<file path="src/rtl/core_sequencer.sv">
// core_sequencer: multi-cycle control sequencer for the single-issue RV32I core.
//
// Each instruction moves through FETCH -> DECODE -> EXEC -> [MEM] -> WB. This
// block owns the shared memory port handshake and the datapath write strobes.
// Apart from the state transition, the only strobes that depend on mem_ack are
// the ones that must land with the accepted access: ir_we in FETCH, and pc_we
// plus the retire increment on a store completing in MEM.
//
// Ports:
//   clk, rst_n          core clock, asynchronous active-low reset
//   run                 level; allows new instructions to start
//   opcode, controls    IR[6:0] and decoder bus (valid from DECODE onward)
//   branch_taken        ALU compare result, used in WB
//   mem_ack             memory accepted/completed the current request
//   mem_req, mem_we,    memory request, store qualifier, address select
//   mem_addr_sel          (0 = PC, 1 = ALU result)
//   ir_we, op_we,       datapath latch strobes
//   alu_we, rf_we
//   pc_we, pc_sel       PC update and source (0 = PC+4, 1 = target)
//   state               current state encoding
//   trap, trap_cause    sticky fault flag and cause (01 illegal, 10 timeout)
//   instret             retired instruction count (wraps)
module core_sequencer #(
    parameter int unsigned MEM_TIMEOUT = 16,
    parameter int unsigned CNT_W       = 32
) (
    input  logic             clk,
    input  logic             rst_n,
    input  logic             run,
    input  logic [6:0]       opcode,
    input  logic [9:0]       controls,
    input  logic             branch_taken,
    input  logic             mem_ack,
    output logic             mem_req,
    output logic             mem_we,
    output logic             mem_addr_sel,
    output logic             ir_we,
    output logic             op_we,
    output logic             alu_we,
    output logic             rf_we,
    output logic             pc_we,
    output logic             pc_sel,
    output logic [2:0]       state,
    output logic             trap,
    output logic [1:0]       trap_cause,
    output logic [CNT_W-1:0] instret
);

    localparam int unsigned TmoW = $clog2(MEM_TIMEOUT + 1);

    typedef enum logic [2:0] {
        StIdle   = 3'd0,
        StFetch  = 3'd1,
        StDecode = 3'd2,
        StExec   = 3'd3,
        StMem    = 3'd4,
        StWb     = 3'd5,
        StTrap   = 3'd7
    } state_e;

    state_e            state_q, state_d;
    logic [9:0]        ctl_q, ctl_d;
    logic [TmoW-1:0]   tmo_q, tmo_d;
    logic [1:0]        cause_q, cause_d;
    logic [CNT_W-1:0]  instret_q, instret_d;

    logic [TmoW:0]     tmo_inc;
    logic              tmo_hit;
    logic              grp_ok;
    logic              illegal;

    // Only branch, MemRead, MemWrite, RegWrite and unconditional steer the sequence.
    logic unused_ctl_bits;
    assign unused_ctl_bits = ^{ctl_q[9], ctl_q[6:3]};

    // Count of unacknowledged request cycles including the current one.
    assign tmo_inc = {1'b0, tmo_q} + {{TmoW{1'b0}}, 1'b1};
    assign tmo_hit = (tmo_inc == (TmoW + 1)'(MEM_TIMEOUT));

    always_comb begin
        grp_ok = 1'b0;
        case (opcode[6:4])
            3'b000, 3'b001, 3'b010, 3'b011: grp_ok = 1'b1;
            3'b110:                         grp_ok = (opcode[3:2] != 2'b10);
            default:                        grp_ok = 1'b0;
        endcase
        illegal = (opcode[1:0] != 2'b11) || !grp_ok;
    end

    always_comb begin
        state_d      = state_q;
        ctl_d        = ctl_q;
        tmo_d        = '0;
        cause_d      = cause_q;
        instret_d    = instret_q;
        mem_req      = 1'b0;
        mem_we       = 1'b0;
        mem_addr_sel = 1'b0;
        ir_we        = 1'b0;
        op_we        = 1'b0;
        alu_we       = 1'b0;
        rf_we        = 1'b0;
        pc_we        = 1'b0;
        pc_sel       = 1'b0;

        case (state_q)
            StIdle: begin
                if (run) state_d = StFetch;
            end
            StFetch: begin
                mem_req = 1'b1;
                if (mem_ack) begin
                    ir_we   = 1'b1;
                    state_d = StDecode;
                end else if (tmo_hit) begin
                    state_d = StTrap;
                    cause_d = 2'b10;
                end else begin
                    tmo_d = tmo_inc[TmoW-1:0];
                end
            end
            StDecode: begin
                op_we = 1'b1;
                ctl_d = controls;
                if (illegal) begin
                    state_d = StTrap;
                    cause_d = 2'b01;
                end else begin
                    state_d = StExec;
                end
            end
            StExec: begin
                alu_we  = 1'b1;
                state_d = (ctl_q[1] || ctl_q[2]) ? StMem : StWb;
            end
            StMem: begin
                mem_req      = 1'b1;
                mem_addr_sel = 1'b1;
                mem_we       = ctl_q[2];
                if (mem_ack) begin
                    if (ctl_q[2]) begin
                        // Stores retire here; there is no WB visit.
                        pc_we     = 1'b1;
                        instret_d = instret_q + CNT_W'(1);
                        state_d   = run ? StFetch : StIdle;
                    end else begin
                        state_d = StWb;
                    end
                end else if (tmo_hit) begin
                    state_d = StTrap;
                    cause_d = 2'b10;
                end else begin
                    tmo_d = tmo_inc[TmoW-1:0];
                end
            end
            StWb: begin
                rf_we     = ctl_q[7];
                pc_we     = 1'b1;
                pc_sel    = ctl_q[0] & (ctl_q[8] | branch_taken);
                instret_d = instret_q + CNT_W'(1);
                state_d   = run ? StFetch : StIdle;
            end
            StTrap: begin
                state_d = StTrap;
            end
            default: begin
                state_d = StIdle;
            end
        endcase
    end

    always_ff @(posedge clk or negedge rst_n) begin
        if (!rst_n) begin
            state_q   <= StIdle;
            ctl_q     <= '0;
            tmo_q     <= '0;
            cause_q   <= 2'b00;
            instret_q <= '0;
        end else begin
            state_q   <= state_d;
            ctl_q     <= ctl_d;
            tmo_q     <= tmo_d;
            cause_q   <= cause_d;
            instret_q <= instret_d;
        end
    end

    assign state      = state_q;
    assign trap       = (state_q == StTrap);
    assign trap_cause = cause_q;
    assign instret    = instret_q;

endmodule

</file>
<file path="config.mk">
export PLATFORM = sky130hd
export DESIGN_NAME = core_sequencer
export DESIGN_NICKNAME = d
export VERILOG_FILES = /design/src/rtl/core_sequencer.sv
export SDC_FILE = /design/constraint.sdc
export NUM_CORES = 1
export LEC_CHECK = 0
export BUFFER_PORTS_ARGS = -buffer_cell sky130_fd_sc_hd__buf_2
export CAP_MARGIN = 5
export CORE_ASPECT_RATIO = 1.1
export CORE_MARGIN = 2
export CORE_UTILIZATION = 55
export CTS_CLUSTER_SIZE = 24
export DETAILED_ROUTE_END_ITERATION = 10
export PLACE_DENSITY = 0.84
export RECOVER_POWER = 25
export SYNTH_ARGS = -nofsm -noshare
export SYNTH_HDL_FRONTEND = slang
export SYNTH_SLANG_ARGS = --single-unit
export TNS_END_PERCENT = 20
</file>
<file path="constraint.sdc">
create_clock -name clk -period 2.9 [get_ports clk]
set_input_delay 0.435 -clock clk [delete_from_list [all_inputs] [get_ports clk]]
set_output_delay 0.435 -clock clk [all_outputs]
set_load 0.01 [all_outputs]
</file>
==> metrics <==
Warnings, synthesis=0; slew margin rel.=a little under a third; area added between synthesis and finish=19.6%; half-perimeter wire length after detailed placement=approximately 3500 um; Clock Latency Late Sink=0.30 ns; layout filler cell count=~320; type of element launching the critical path=register; cell count of the worst reg-to-reg path=5; most instantiated library cell after synthesis=dfrtp_1; Clock Tree Buf Depth=2; floorplan die width=approximately 66 um; pin count of the biggest net entering global routing=48; Least-Margin Pin Slew=just over 1 ns; antenna violations before repair=0; routed via count=approximately 1,800; DRT Pass-1 Iters=4; final period utilization=~75%; Post-synth top flop=dfrtp_1; Max Cap Viol=0; PD cells=around 650 nW/um^2; Max H-tree Level=2; Data arrival, critical path=1.75 ns; Total Die Area=4720 um^2; timing endpoint of the critical path=op_we; row count=24; achievable frequency=about 460 MHz; combined area of all synthesized cells=roughly 2300 um^2; post-synthesis cell type count=34; overall routed net length=between 4000 and 5000 um; CTS tree=yes; detailed-route wire length per cell=~14 um; hold violation count in the final report=0; clock buffers created by TritonCTS=5; Detail Route Antenna Nets=0; most common library cells after synthesis=47 x dfrtp_1, 23 x nand2_1, 19 x nor2_1, 19 x xnor2_1, 16 x xor2_1; maximum net fanout on the critical path=12; library cell occupying the most area in the post-synthesis netlist=dfrtp_1; endpoint of the worst register-to-register path=instret[14]; Yosys top cell area share=between 50% and 60%; total congestion overflow after global routing=0; path class of the lowest-slack min-delay path=in2async; wire length of the first global-routing pass=approximately 7700 um; number of primary I/O pins=between 60 and 70; number of buffers inserted to repair setup after CTS=0; via/cell ratio=between 5 and 6; gate count after technology mapping=approximately 210; number of enable-type register cells in the synthesized netlist=0; share of synthesized registers carrying an async set or reset=100%; initial DRC count=around 140; starting utilization of the core area=roughly 58%; Worst Skew=~0.0053 ns; time the final worst path needs with I/O delays and setup=roughly 2.2 ns; Core ar.=between 3000 and 4000 um^2; die span in y=71.9 um; clock root buffer master=clkbuf_8; # nets final=305; start of the worst register-to-register path=state[1]; ant diodes=0; final setup TNS=0 ns; via count of the first global-routing pass=roughly 1,800; CTS resizes=0; global-route total usage across every layer=21.0%; least setup slack across all paths after layout=roughly 0.71 ns; CP startpoint=state[1]; flop-to-flop setup slack=0.99 ns; Setup Crit Path Kind=reg2out; number of clock sinks seen by CTS=47; RSZ-0062 raised after global routing=false; post-place setup slack=just under 1 ns; net count after synthesis=237; weighted congestion at the end of routability-driven global placement=about 0.76; worst endpoint required time=2.47 ns; type of destination of the critical path=output port; worst voltage drop across the vdd grid=around 0.42 mV; biggest area contributors in the synthesized netlist=dfrtp_1 51%, xnor2_1 7.2%, xor2_1 6.1%, nand2_1 3.8%, and3_1 3.3%; number of slew-limit violations in the final report=0; mean cell area of the mapped netlist=about 11 um^2; leakage=approximately 1.4 nW; result of the run=completed; CTS clk-pin slew, worst paths=about 0.08 ns; Finish-stage setup viols=0; number of hold buffers added after cts=0; Remaining DRCs=0; synthesis-stage register bit count=47; PortBufs=between 60 and 70; share of synthesized area occupied by flip-flops and latches=approximately 50%; share of post-route cells with drive strength above 1=between 30 and 40%
flip-flops by register name (all words and copies together), names as in the netlist:
register    count
tmo_q           5
instret        32
trap_cause      2
state           3
ctl_q           5
cell type report:
| class | count | area [um^2] | share of cell area, % |
|---|---|---|---|
| clock buffers | 7 | 76.3 | 2.77 |
| multi-input cells | 155 | 1080 | 39.2 |
| flip-flops and latches | 47 | 1180 | 42.7 |
| well taps | 52 | 65.1 | 2.36 |
| clock inverters | 1 | 5.00 | 0.182 |
| inverters | 8 | 30.0 | 1.09 |
| repair buffers | 64 | 323 | 11.7 |
per-stage QoR:
step | area [um^2] | total power [W] | hold WS [ns] | utilization [%] | std cells
floorplan | 2300 | 0.00123 | 0.139 | - | 213
global placement | 2670 | 0.00139 | 0.450 | 66.9 | 326
detailed placement | 2670 | 0.00141 | 0.452 | 66.9 | 326
CTS | 2750 | 0.00180 | 0.342 | 69.0 | 334
global route | 2750 | 0.00189 | 0.357 | 69.0 | 334
finish | 2750 | 0.00178 | 0.305 | 69.0 | 334
worst max-delay path, stage by stage (launching register included):
cell and delay (ns):
dfrtp_1 0.59, inv_1 0.19, nor3_2 0.44, buf_2 0.23
cells in the final DEF (no fill, tap or decap), types with 4 or more instances in the layout:
master / n
dfrtp_1: 47
inv_1: 8
nor3_2: 5
and3_1: 12
nor3_1: 5
clkbuf_8: 5
xnor2_1: 19
o21ai_0: 4
nor2_1: 19
nand2_1: 23
buf_2: 63
nand3_1: 11
mux2_2: 6
nand4_1: 5
xor2_1: 16
worst min path at each step:
stage                           start          end  cells after the start  slack [ns]
final                           rst_n  instret[16]                      1        0.30
after global routing      controls[1]     ctl_q[1]                      2        0.36
after CTS                       rst_n  instret[16]                      1        0.34
after detailed placement  instret[31]  instret[31]                      1        0.45
after global placement    instret[31]  instret[31]                      1        0.45
after floorplan                 rst_n     ctl_q[0]                      0        0.14
power breakdown:
part / switching (W) / internal, W
sequential: 0.000139 / 0.000753
combinational: 0.000273 / 0.000232
clock: 0.000213 / 0.000169
layer usage:
metal  vias to the layer above  global-route usage, %  routed length (um)
met4                         0                   7.41                  79
met5                         -                      0                   0
li1                        864                      -                   -
met3                         8                   5.02                 249
met1                       869                   25.6                1960
met2                        64                   36.0                2360
cells by family after synthesis:
| logic type | synth area share [%] |
|---|---|
| AOI/OAI and AO/OA | 4.19 |
| buffers and inverters | 2.07 |
| DFF | 51.1 |
| xor gates and xnor gates | 13.3 |
| muxes | 2.93 |
| and+or+nand+nor | 25.3 |
| adders and majority gates | 1.09 |
No activity file was read; power rests on OpenSTA's default activity.
